File: src/rtl/lsu.sv
// Load/store unit: one outstanding access, lane alignment, load extension,
// misalignment detection and a WAIT-state timeout that reports a bus error.
module lsu #(
   parameter int CPU_WIDTH = 32,
   parameter int TIMEOUT   = 255
) (
   input  logic                 i_clk,
   input  logic                 i_rst,
   input  logic                 i_valid,
   output logic                 o_ready,
   input  logic [CPU_WIDTH-1:0] i_addr,
   input  logic [CPU_WIDTH-1:0] i_wdata,
   input  logic                 i_we,
   input  logic [1:0]           i_size,
   input  logic                 i_unsigned,
   output logic                 o_mem_req,
   output logic                 o_mem_we,
   output logic [CPU_WIDTH-1:0] o_mem_addr,
   output logic [CPU_WIDTH-1:0] o_mem_wdata,
   output logic [3:0]           o_mem_wstrb,
   input  logic                 i_mem_gnt,
   input  logic                 i_mem_rvalid,
   input  logic [CPU_WIDTH-1:0] i_mem_rdata,
   output logic                 o_valid,
   input  logic                 i_wb_ready,
   output logic [CPU_WIDTH-1:0] o_rdata,
   output logic                 o_misalign,
   output logic                 o_buserr
);

   localparam logic [1:0] S_IDLE = 2'd0;
   localparam logic [1:0] S_REQ  = 2'd1;
   localparam logic [1:0] S_WAIT = 2'd2;
   localparam logic [1:0] S_RESP = 2'd3;
   localparam logic [7:0] TO_LAST = 8'(TIMEOUT - 1);

   logic [1:0]           state_q, state_d;
   logic [CPU_WIDTH-1:0] addr_q, addr_d;
   logic [CPU_WIDTH-1:0] wdata_q, wdata_d;
   logic                 we_q, we_d;
   logic [1:0]           size_q, size_d;
   logic                 uns_q, uns_d;
   logic [7:0]           cnt_q, cnt_d;
   logic [CPU_WIDTH-1:0] rdata_q, rdata_d;
   logic                 mis_q, mis_d;
   logic                 berr_q, berr_d;

   logic                 mis_in;
   logic [CPU_WIDTH-1:0] shifted;
   logic [CPU_WIDTH-1:0] load_result;

   always_comb begin
      case (i_size)
         2'b00:   mis_in = 1'b0;
         2'b01:   mis_in = i_addr[0];
         2'b10:   mis_in = |i_addr[1:0];
         default: mis_in = 1'b1;
      endcase
   end

   // Selected bytes land at bit 0; extension is chosen by the captured size.
   always_comb begin
      shifted = i_mem_rdata >> {addr_q[1:0], 3'b000};
      case (size_q)
         2'b00:   load_result = uns_q ? {24'd0, shifted[7:0]}
                                      : {{24{shifted[7]}}, shifted[7:0]};
         2'b01:   load_result = uns_q ? {16'd0, shifted[15:0]}
                                      : {{16{shifted[15]}}, shifted[15:0]};
         default: load_result = shifted;
      endcase
      if (we_q) load_result = '0;
   end

   always_comb begin
      // NOTE: every next-state signal takes its hold value first so no path leaves it unassigned (no latches).
      state_d = state_q;
      addr_d  = addr_q;
      wdata_d = wdata_q;
      we_d    = we_q;
      size_d  = size_q;
      uns_d   = uns_q;
      cnt_d   = cnt_q;
      rdata_d = rdata_q;
      mis_d   = mis_q;
      berr_d  = berr_q;
      case (state_q)
         S_IDLE: begin
            if (i_valid) begin
               addr_d  = i_addr;
               wdata_d = i_wdata;
               we_d    = i_we;
               size_d  = i_size;
               uns_d   = i_unsigned;
               rdata_d = '0;
               berr_d  = 1'b0;
               mis_d   = mis_in;
               state_d = mis_in ? S_RESP : S_REQ;
            end
         end
         S_REQ: begin
            if (i_mem_gnt) begin
               cnt_d = 8'd0;
               if (i_mem_rvalid) begin
                  rdata_d = load_result;
                  state_d = S_RESP;
               end else begin
                  state_d = S_WAIT;
               end
            end
         end
         S_WAIT: begin
            // A response arriving on the last allowed cycle still wins over the timeout.
            if (i_mem_rvalid) begin
               rdata_d = load_result;
               state_d = S_RESP;
            end else if (cnt_q == TO_LAST) begin
               rdata_d = '0;
               berr_d  = 1'b1;
               state_d = S_RESP;
            end else begin
               cnt_d = cnt_q + 8'd1;
            end
         end
         default: begin
            if (i_wb_ready) state_d = S_IDLE;
         end
      endcase
   end

   // NOTE: state uses non-blocking assignments; all capture registers are reset so no stale request leaks out.
   always_ff @(posedge i_clk or posedge i_rst) begin
      if (i_rst) begin
         state_q <= S_IDLE;
         addr_q  <= '0;
         wdata_q <= '0;
         we_q    <= 1'b0;
         size_q  <= 2'b00;
         uns_q   <= 1'b0;
         cnt_q   <= 8'd0;
         rdata_q <= '0;
         mis_q   <= 1'b0;
         berr_q  <= 1'b0;
      end else begin
         state_q <= state_d;
         addr_q  <= addr_d;
         wdata_q <= wdata_d;
         we_q    <= we_d;
         size_q  <= size_d;
         uns_q   <= uns_d;
         cnt_q   <= cnt_d;
         rdata_q <= rdata_d;
         mis_q   <= mis_d;
         berr_q  <= berr_d;
      end
   end

   assign o_ready    = (state_q == S_IDLE);
   assign o_mem_req  = (state_q == S_REQ);
   assign o_mem_we   = o_mem_req & we_q;
   assign o_mem_addr = {addr_q[CPU_WIDTH-1:2], 2'b00};

   always_comb begin
      case (size_q)
         2'b00: begin
            o_mem_wdata = {4{wdata_q[7:0]}};
            o_mem_wstrb = 4'b0001 << addr_q[1:0];
         end
         2'b01: begin
            o_mem_wdata = {2{wdata_q[15:0]}};
            o_mem_wstrb = 4'b0011 << addr_q[1:0];
         end
         default: begin
            o_mem_wdata = wdata_q;
            o_mem_wstrb = 4'b1111;
         end
      endcase
      if (!o_mem_we) o_mem_wstrb = 4'b0000;
   end

   assign o_valid    = (state_q == S_RESP);
   assign o_rdata    = o_valid ? rdata_q : '0;
   assign o_misalign = o_valid & mis_q;
   assign o_buserr   = o_valid & berr_q;

endmodule

File: config.mk
export PLATFORM = sky130hd
export DESIGN_NAME = lsu
export DESIGN_NICKNAME = d
export VERILOG_FILES = /design/src/rtl/lsu.sv
export SDC_FILE = /design/constraint.sdc
export NUM_CORES = 1
export LEC_CHECK = 0
export ABC_AREA = 1
export CAP_MARGIN = 20
export CORE_AREA = 2 2 148 150
export CTS_BUF_LIST = sky130_fd_sc_hd__clkbuf_4 sky130_fd_sc_hd__clkbuf_8 sky130_fd_sc_hd__clkbuf_16
export CTS_CLUSTER_SIZE = 20
export DETAILED_ROUTE_END_ITERATION = 12
export DIE_AREA = 0 0 150 152
export REMOVE_ABC_BUFFERS = 1
export SLEW_MARGIN = 20
export SYNTH_ARGS = -nofsm -noshare
export SYNTH_HDL_FRONTEND = slang
export SYNTH_SLANG_ARGS = --single-unit
File: constraint.sdc
create_clock -name i_clk -period 4.2 [get_ports i_clk]
set_clock_uncertainty 0.2 [all_clocks]
set_input_delay 0.63 -clock i_clk [delete_from_list [all_inputs] [get_ports i_clk]]
set_output_delay 0.63 -clock i_clk [all_outputs]
set_load 0.02 [all_outputs]
# Yosys cells after proc, flatten, opt, wreduce, memory -nomap -nowiden
# Index checks and enable logic that the tools add are counted.
totals:
  register_bits: 112
  in_bits: 106
  output_inout_bits: 106
  word_cells: 75
classes:
  add_sub_neg: 1
  n_eq_ne: 14
  n_shift: 3
  mux: 31
  bitwise_logic: 3
  reduce_logical: 13
ops:
  columns: ["operator", "count"]
  rows:
  - ["two-way mux 32 bit", 9]
  - ["case mux 32 bit (2 select lines)", 2]
  - ["case mux 32 bit (3 select lines)", 1]
  - [">> shifter 32 x 5 -> 32 bit", 1]
  - ["two-way mux 8 bit", 3]
  - ["case mux 8 bit (2 select lines)", 1]
  - ["two-way mux 2 bit", 6]
  - ["AND reduction 4 bit", 3]
  - ["adder 8 x 1 -> 8 bit (second input constant)", 1]
  - ["== test 8 bit (second input constant)", 1]
  - ["!= test 2 bit (second input constant)", 4]
  - ["case mux 4 bit (2 select lines)", 1]
  - ["== test 2 x 1 -> 1 bit (second input constant)", 3]
  - ["== test 2 bit (second input constant)", 3]
  - ["zero test 2 bit", 3]
  - ["case mux 2 bit (3 select lines)", 1]
  - ["AND reduction 5 bit", 1]
  - ["two-way mux 1 bit", 4]
  - ["two-way mux 4 bit", 1]
  - ["!= test 2 x 1 -> 1 bit (second input constant)", 2]
  - ["nonzero test 2 bit", 2]
  - ["nonzero test 4 bit", 1]
  - ["<< shifter 1 x 2 -> 4 bit (first input constant)", 1]
  - ["<< shifter 2 x 2 -> 4 bit (first input constant)", 1]
  - ["7 further kinds", 9]

# Depth between registers and ports, before layout
# Gate-level depths: netlist of the first run.
logic_depth:
  word_depth: 7
  ltp_mapped: 11

# Least setup slack after synthesis of the first run
# Ideal clock, no wire load.
synth_path:
  path_type: "register -> output"
  startpoint: "register size_q[1]"
  endpoint: "output port o_mem_wdata[10]"
  arrival_time_ns: 1.426
  setup_slack_ns: 1.944
  path_stages_with_launch: 7
  cell_sequence: "dfrtp_1 buf_2 inv_2 nand2_2 inv_1 buf_2 o21ai_0"
synth_between:
  elab_chain_cells: 2
  elab_cells_between_ends: 3
  cone_classes: "eq/ne: 1; mux: 1; reduce/logical: 1"
synth_rtl:
  columns: ["element", "line", "source"]
  rows:
  - ["start, declared", "41", "logic [1:0] size_q, size_d;"]
  - ["start signal, assigned", "148", "size_q <= size_d;"]
  - ["== test 2 x 1 -> 1 bit / zero test 2 bit (equally long branches)", "163", "case (size_q)"]
  - ["case mux 32 bit (2 select lines) (*)", "163", null]
  - ["end, declared", "19", "output logic [CPU_WIDTH-1:0] o_mem_wdata,"]
# Every way passes the cells marked *; elsewhere a longest branch is shown, timed or not.

# Final worst setup path of the first run
layout_path:
  startpoint: "register size_q[1]"
  endpoint: "output port o_mem_wdata[15]"
# The elaborated chain is that of the path after synthesis.

==> results of run 1 <==
==> placed cells by master, fill, tap and decap left out, drive strengths merged <==
cell type,netlist,layout
a22o,7,7
conb,1,2
nand3,51,51
clkbuf,23,10
nand2,417,417
nor3,3,3
clkdlybuf4s50,0,209
o21ai,64,64
a21oi,13,13
o21bai,1,1
a31oi,1,1
xor2,1,1
clkinvlp,0,1
dfrtp,112,112
o211ai,8,8
or2,1,1
nand4,3,3
nor2,15,15
nor3b,1,1
inv,81,85
buf,60,9
ha,6,6
o31ai,1,1
bufinv,0,1
==> area by class of cell <==
type / count / area share
Timing Repair Buffer: 218 / 0.254
Clock inverter: 6 / 0.00847
Clock buffer: 10 / 0.0272
Tap cell: 280 / 0.0409
Inverter: 81 / 0.0358
Sequential cell: 112 / 0.327
Multi-Input combinational cell: 595 / 0.307
==> worst max-delay path, stage by stage, from the launching register on <==
cell	delay, ns
dfrtp_1	0.39
inv_2	0.23
nand2_2	0.22
inv_1	0.42
nand2_1	0.18
o21ai_0	0.12
clkdlybuf4s50_1	0.63
==> worst min path at each step <==
stage	endpoint	depth (start not counted)
after CTS	addr_q[16]	2
after floorplan	rdata_q[10]	2
after global routing	wdata_q[20]	2
final	addr_q[23]	2
after detailed placement	addr_q[12]	2
after global placement	addr_q[23]	2
==> power breakdown <==
group          total, mW  internal (mW)  switching (mW)  leakage (nW)
sequential          1.84           1.52           0.320          1.45
clock              0.917          0.480           0.437         0.148
combinational       3.40           1.33            2.07          2.77
total               6.16           3.33            2.83          4.36
==> metal layers <==
metal	global-route usage	wire, um	vias to the layer above
li1	-	-	2944
met1	0.227	8570	2681
met2	0.257	8440	210
met3	0.0616	1920	13
met4	0.0382	216	0
met5	0	0	-
==> kinds of logic after synthesis <==
kind of cell	Yosys count	share of synthesized area
other	1	0.000603
AOI/OAI and AO/OA	95	0.0855
adders and majority gates	6	0.0121
buffers and inverters	164	0.128
DFF	112	0.450
and+or+nand+nor	491	0.322
xor gates and xnor gates	1	0.00141
==> sequential cells by signal (all words and copies together), names as in the netlist <==
signal / count
cnt_q: 8
rdata_q: 32
berr_q: 1
size_q: 2
mis_q: 1
we_q: 1
addr_q: 32
state_q: 2
wdata_q: 32
uns_q: 1
==> per-stage QoR <==
stage	std cells	total power, mW	instance area [um^2]	util
finish	1302	6.16	8560	0.401
CTS	1302	6.24	8560	0.401
global route	1302	6.64	8560	0.401
floorplan	788	3.75	5730	-
detailed placement	1286	5.28	8260	0.387
global placement	1286	5.27	8260	0.387
==> impl_metrics.tcl, run 1 <==
set metrics [dict create \
    grt_antenna_before_repair 0 \
    worst_ep_required_time_ns 3.37 \
    hold_class "flop to flop" \
    n_fill_cell 2266 \
    crit_end "o_mem_wdata[15]" \
    clock-sinks 112 \
    min_from "addr_q[23]" \
    areaGrowthSynthToFinish_pct 37.6 \
    yosys.cell_types.count 31 \
    relSlewSlack 0.316 \
    grt_setup_unrepaired "no" \
    fp.dieW_um 150 \
    end_kind "output pin" \
    diodes 0 \
    r2r_slack_ns 1.67 \
    synth_top_area_cell "dfrtp_1" \
    syn_inst 870 \
    clkTransAtPathRegs_ns 0.08 \
    worst_pin_slew_ns 1.03 \
    postRouteAntennaNets 0 \
    syn_area_per_cell_um2 7.15 \
    ys_seq_elements 112 \
    r2r_end "rdata_q[26]" \
    drive_gt1_frac 0.0421 \
    pin_count 212 \
    ys.flop_type "dfrtp_1" \
    grt_max_degree 66 \
    cts_tree "done" \
    synth_commonest_cells "nand2_1 (412), dfrtp_1 (112), inv_1 (79)" \
    cts-root-buf "clkbuf_16" \
    cts_made_buffers 9 \
    gp_congestion 0.806 \
    r2r_cells 9 \
    worst_ir_drop_vdd_uv 442 \
    drt_pass1_iterations 5 \
    cts_hold_buf 0 \
    fmax_ghz 0.296 \
    final-hold-violation-count 0 \
    outcome "complete, no violations" \
    power_density_nw_per_um2 719 \
    drc_errors 0 \
    dieArea_um2 22800 \
    grt_pass1_vias 5579 \
    yosys_warnings 0 \
    fin_crit_sh 0.805 \
    start_util 0.291 \
    wl_um 19100 \
    tns_ns 0 \
    num_vias 5848 \
    p_leak_nw 4.36 \
    timing.rr.start "state_q[0]" \
    drt_iter0_markers 295 \
    seq_area_frac_synth 0.450 \
    setup_violations 0 \
    synthesis.area_um2 6220 \
    ctsResizeCount 0 \
    synth_top_cell_area_share 0.450 \
    critPathKind "flop to output pin" \
    seqCellArea_um2 2800 \
    cp_max_fo 16 \
    worstSetupStartpoint "size_q[1]" \
    hpwlAfterDp_um 13800 \
    io_buffers 209 \
    core_area_um2 21400 \
    routedWlPerCell_um 14.7 \
    ys_top_cells_by_area "dfrtp_1 (45%), nand2_1 (25%), o21ai_0 (5.1%)" \
    nets 1129 \
    place_ws_ns 1.17 \
    setup_slack_ns 0.817 \
    die_h_um 152 \
    postCtsSetupBuffers 0 \
    clk_path_buf_depth 2 \
    synth_edf_count 0 \
    grtUsageTotal 0.168 \
    rows 54 \
    startpoint_type "flop" \
    min_period_ns 3.38 \
    clk_latency_ns 0.35 \
    grt.overflow.total 0 \
    htree_levels 3 \
    maxSlewViolCount 0 \
    async_flop_share 1.00 \
    vias_per_cell 4.49 \
    grt_first_pass_wirelength_um 30200 \
    whs_ns 0.282 \
    multi_input_area_um2 2630 \
    maxCapViolations 0 \
    synth.most_common_cell "nand2_1" \
    arrival_ns 2.55 \
]
Note: power is estimated with default switching activity, not from simulation.
==> run 2: changes to the inputs <==
- clock period: 4.2 -> 3.2 ns (I/O delays scaled with it)
==> run 2 against run 1 <==
Sequential share of layout area shrank 0.25 points. Largest power group unchanged. Core utilization up 0.30 points. Critical path type unchanged. Flip-flop and latch count did not move. Global-route usage is essentially flat. Register-to-register slack got worse by 0.77 ns. Clock power increased by 31%. Highest routed layer unchanged. Combinational power up 34%. Power increased by 32%. Largest cell class unchanged. Critical endpoint unchanged. Cell count rose by 0.38%. Clock-buffer cell count did not move.
==> impl_metrics.tcl, run 2 (same netlist as run 1, synthesis figures left out) <==
set metrics [dict create \
    biggestRegsByFlops "addr_q (32), rdata_q (32), wdata_q (32)" \
    clk_latency_ns 0.35 \
    fin_crit_sh 0.925 \
    pin_count 212 \
    n_fill_cell 2284 \
    cts_made_buffers 9 \
    grt_max_degree 66 \
    wl_met1_um 8450 \
    nets 1133 \
    switching_share 0.455 \
    hpwlAfterDp_um 13400 \
    worst_pin_slew_ns 0.712 \
    finalPower_mw 8.11 \
    crit_family "buffers and inverters" \
    startpoint_type "flop" \
    fin_util 0.404 \
    cp_slowest_stage_delay_ns 0.67 \
    maxSlewViolCount 0 \
    io_buffers 209 \
    cts-root-buf "clkbuf_16" \
    cts_tree "done" \
    cp_num_buf_inv 4 \
    top_layer "met4" \
    drt_pass1_iterations 4 \
    htree_levels 3 \
    internal_power_mw 4.42 \
    grt.overflow.total 0 \
    die_h_um 152 \
    worst_ir_drop_vdd_uv 470 \
    p_leak_nw 4.39 \
    wl_met2_um 8230 \
    drive_gt1_frac 0.0468 \
    clkTransAtPathRegs_ns 0.08 \
    whs_ns 0.272 \
    tns_ns 0 \
    fmax_ghz 0.338 \
    rows 54 \
    final-hold-violation-count 0 \
    num_vias 5841 \
    power_density_nw_per_um2 940 \
    final_common_cell "nand2_1" \
    wl_met3_um 1850 \
    power_frac_clock 0.148 \
    p_comb_frac 0.560 \
    grtUsageTotal 0.168 \
    grt_pass1_vias 5808 \
    layout_common_cells "nand2_1 (411), clkdlybuf4s50_1 (209), dfrtp_1 (112)" \
    wl_um 18900 \
    cts_hold_buf 0 \
    gp_congestion 0.796 \
    min_period_ns 2.96 \
    seqPwrFrac 0.292 \
    routedWlPerCell_um 14.4 \
    drt_iter0_markers 322 \
    outcome "complete, no violations" \
    fp.dieW_um 150 \
    drc_errors 0 \
    hold_class "input pin to async pin" \
    arrival_ns 2.28 \
    switchingPower_mw 3.69 \
    clk_path_buf_depth 2 \
    areaGrowthSynthToFinish_pct 38.7 \
    end_kind "output pin" \
    relSlewSlack 0.525 \
    setup_violations 0 \
    maxCapViolations 0 \
    postRouteAntennaNets 0 \
    grt_antenna_before_repair 1 \
    slowest_stage "clkdlybuf4s50_1" \
    vias_per_cell 4.47 \
    cp_max_fo 16 \
    start_util 0.291 \
    core_area_um2 21400 \
    clock-sinks 112 \
    worstPathCellList "inv_1, nand2_2, clkinvlp_4, buf_12, o21ai_0, clkdlybuf4s50_1" \
    dieArea_um2 22800 \
    grt_first_pass_wirelength_um 30500 \
    worst_ep_required_time_ns 2.52 \
    grt_setup_unrepaired "no" \
    critPathKind "flop to output pin" \
]
-- run 2: area by class of cell --
class	count	area (um^2)	share of cell area
Tap cell	280	350	0.0406
Timing Repair Buffer	222	2230	0.258
Inverter	81	310	0.0360
Clock inverter	6	76.3	0.00885
Antenna cell	1	2.50	0.000290
Clock buffer	10	233	0.0270
Sequential cell	112	2800	0.325
Multi-Input combinational cell	595	2630	0.304
-- run 2: power groups by stage --
| stage | Sequential, mW | Clock, mW | Combinational (mW) |
|---|---|---|---|
| 5_1_grt | 2.45 | 1.30 | 5.03 |
| 3_3_place_gp | 2.38 | 0 | 4.52 |
| 6_report | 2.37 | 1.20 | 4.55 |
| 2_1_floorplan | 2.68 | 0 | 2.25 |
| 3_5_place_dp | 2.37 | 0 | 4.55 |
| 4_1_cts | 2.37 | 1.25 | 4.57 |
-- run 2: routing by layer --
metal | track usage | vias up
met2 | 0.264 | 206
met1 | 0.221 | 2671
met3 | 0.0619 | 19
met5 | 0 | -
met4 | 0.0422 | 0
li1 | - | 2945
-- run 2: final timing paths --
kind	startpoint	to	slack, ns	cells past startpoint
setup / recovery	size_q[0]	o_mem_wdata[15]	0.24	6
hold / removal	i_rst	addr_q[9]	0.27	2
setup reg to reg	state_q[0]	rdata_q[2]	0.90	6
hold reg to reg	addr_q[29]	addr_q[29]	0.28	2
max in group asynchronous	i_rst	rdata_q[3]	1.83	3
min in group i_clk	addr_q[29]	addr_q[29]	0.28	2
-- run 2: worst register-to-register path: cells and delay by family (launching register included) --
| family | cells | cell delay [ns] |
|---|---|---|
| simple gates | 2 | 0.62 |
| compound gates | 2 | 0.52 |
| flops | 1 | 0.42 |
| buf+inv | 1 | 0.25 |
| fa+ha+maj | 1 | 0.21 |
-- run 2: stage by stage --
stage	setup WS, ns	cell area (um^2)	std cells
3_3_place_gp	0.492	8290	1289
4_1_cts	0.0781	8600	1305
2_1_floorplan	-0.439	5730	788
5_1_grt	0.0831	8630	1306
3_5_place_dp	0.474	8290	1289
6_report	0.240	8630	1307
-- run 2: timing repair --
| item | 4_1_cts | 5_1_grt |
|---|---|---|
| buffers inserted | 0 | 1 |
| gates resized for setup | 0 | 1 |
| endpoints found under the setup margin | 0 | 5 |
==> run 3: changes to the inputs <==
- CELL_PAD_IN_SITES_DETAIL_PLACEMENT: default -> 2
- CELL_PAD_IN_SITES_GLOBAL_PLACEMENT: default -> 2
- CORE_AREA: 2 2 148 150 -> 2 2 161 163
- DIE_AREA: 0 0 150 152 -> 0 0 163 165
- PLACE_DENSITY_LB_ADDON: default -> 0.1
==> run 3 against run 2 <==
Global-route usage grew 0.57 points. Non-clock buffer count is 2 higher. Sequential power hardly changed. Largest cell class unchanged. Highest routed layer unchanged.
==> impl_metrics.tcl, run 3 (same netlist as run 1, synthesis figures left out) <==
set metrics [dict create \
    outcome "complete, no violations" \
    areaGrowthSynthToFinish_pct 39.5 \
    slowest_stage "clkdlybuf4s50_1" \
    die_h_um 165 \
    cts_tree "done" \
    clk_path_buf_depth 2 \
    seqPwrFrac 0.288 \
    pin_count 212 \
    crit_family "buffers and inverters" \
    diodes 0 \
    start_util 0.249 \
    final-hold-violation-count 0 \
    critPathKind "flop to output pin" \
    internal_power_mw 4.36 \
    cp_max_fo 16 \
    p_leak_nw 4.39 \
    p_comb_frac 0.568 \
    min_period_ns 3.03 \
    setup_violations 0 \
    timing.rr.start "state_q[0]" \
    finalPower_mw 8.25 \
    power_density_nw_per_um2 951 \
    final_common_cell "nand2_1" \
    clock-sinks 112 \
    grt_first_pass_wirelength_um 36400 \
    worst_ir_drop_vdd_uv 551 \
    fin_crit_sh 0.946 \
    power_frac_clock 0.143 \
    num_vias 6016 \
    layout_common_cells "nand2_1 (411), clkdlybuf4s50_1 (209), dfrtp_1 (112)" \
    cts_made_buffers 9 \
    startpoint_type "flop" \
    grt_pass1_vias 6580 \
    htree_levels 3 \
    cts-root-buf "clkbuf_16" \
    rows 58 \
    worst_pin_slew_ns 0.730 \
    ctsResizeCount 0 \
    hpwlAfterDp_um 16100 \
    switchingPower_mw 3.89 \
    wl_um 22500 \
    clk_latency_ns 0.36 \
    switching_share 0.472 \
    dieArea_um2 26900 \
    end_kind "output pin" \
    cp_num_buf_inv 3 \
    cts_hold_buf 0 \
    routedWlPerCell_um 16.6 \
    worst_ep_required_time_ns 2.52 \
    grtUsageTotal 0.174 \
    final_cell_area_um2 8680 \
    drive_gt1_frac 0.0486 \
    drt_iter0_markers 140 \
    postCtsSetupBuffers 0 \
    dpl-instance-area_um2 8380 \
    grt_antenna_before_repair 1 \
    grt_max_degree 66 \
    cp_slowest_stage_delay_ns 0.64 \
    worstPathCellList "clkinv_2, nand2_2, clkinvlp_4, o21ai_0, clkdlybuf4s50_1" \
    arrival_ns 2.35 \
    maxCapViolations 0 \
    postRouteAntennaNets 0 \
    drc_errors 0 \
    core_area_um2 25000 \
    grt_setup_unrepaired "no" \
    maxSlewViolCount 0 \
    vias_per_cell 4.43 \
    n_fill_cell 2955 \
    grt.overflow.total 0 \
    gp_congestion 0.723 \
    nets 1135 \
    worstSetupStartpoint "size_q[1]" \
    relSlewSlack 0.513 \
    hold_class "input pin to async pin" \
    clkTransAtPathRegs_ns 0.09 \
    io_buffers 209 \
    drt_pass1_iterations 4 \
    fp.dieW_um 163 \
    fmax_ghz 0.331 \
    biggestRegsByFlops "addr_q (32), rdata_q (32), wdata_q (32)" \
]
-- run 3: cell types whose count changed in the layout (fill, tap and decap cells not counted), sizes merged --
cell	delta
buf	+2
clkinv	-2
bufinv	-1
diode	-1
inv	+3
-- run 3: layout make-up --
class | instances | area, um^2 | share of cell area
sequential | 112 | 2800 | 0.323
multi-input combinational | 595 | 2630 | 0.303
timing repair buffer | 224 | 2230 | 0.257
tap | 330 | 413 | 0.0476
inverter | 81 | 312 | 0.0359
clock buffer | 10 | 239 | 0.0275
clock inverter | 6 | 55.1 | 0.00634
-- run 3: worst paths after layout --
| check | endpoint | cells after the start | slack, ns |
|---|---|---|---|
| max | o_mem_wdata[11] | 5 | 0.17 |
| min | addr_q[7] | 2 | 0.25 |
| max reg2reg | rdata_q[6] | 9 | 0.88 |
| min reg2reg | rdata_q[27] | 2 | 0.28 |
| max in group asynchronous | rdata_q[30] | 3 | 1.85 |
| min in group i_clk | rdata_q[27] | 2 | 0.28 |
-- run 3: worst reg2reg max path, stage by stage, from the launching register on --
cell	delay (ns)
dfrtp_1	0.42
inv_1	0.10
ha_1	0.40
inv_1	0.19
nor2_1	0.15
nand2_2	0.10
nand3_4	0.10
buf_4	0.36
nand2_1	0.11
o21ai_0	0.10
-- run 3: stage by stage --
step	utilization	setup slack (ns)	std cells	setup TNS [ns]	hold slack, ns
2_1_floorplan	-	-0.439	788	-69.63	0.249
3_3_place_gp	0.335	0.536	1342	0	0.261
3_5_place_dp	0.335	0.473	1342	0	0.266
4_1_cts	0.346	0.0621	1358	0	0.257
5_1_grt	0.347	0.00967	1358	0	0.278
6_report	0.347	0.174	1358	0	0.246
-- run 3: power by group through the flow --
| stage | clock, mW | combinational [mW] | sequential (mW) |
|---|---|---|---|
| 2_1_floorplan | 0 | 2.25 | 2.68 |
| 3_3_place_gp | 0 | 4.73 | 2.39 |
| 3_5_place_dp | 0 | 4.78 | 2.41 |
| 4_1_cts | 1.24 | 4.81 | 2.39 |
| 5_1_grt | 1.28 | 5.26 | 2.47 |
| 6_report | 1.18 | 4.69 | 2.38 |
-- run 3: per-layer routing --
layer,vias up,GRT usage,share of wire
met1,2917,0.231,0.46
met3,13,0.0580,0.080
met2,145,0.274,0.45
met4,0,0.0414,0.0096
met5,-,0,0
li1,2941,-,-
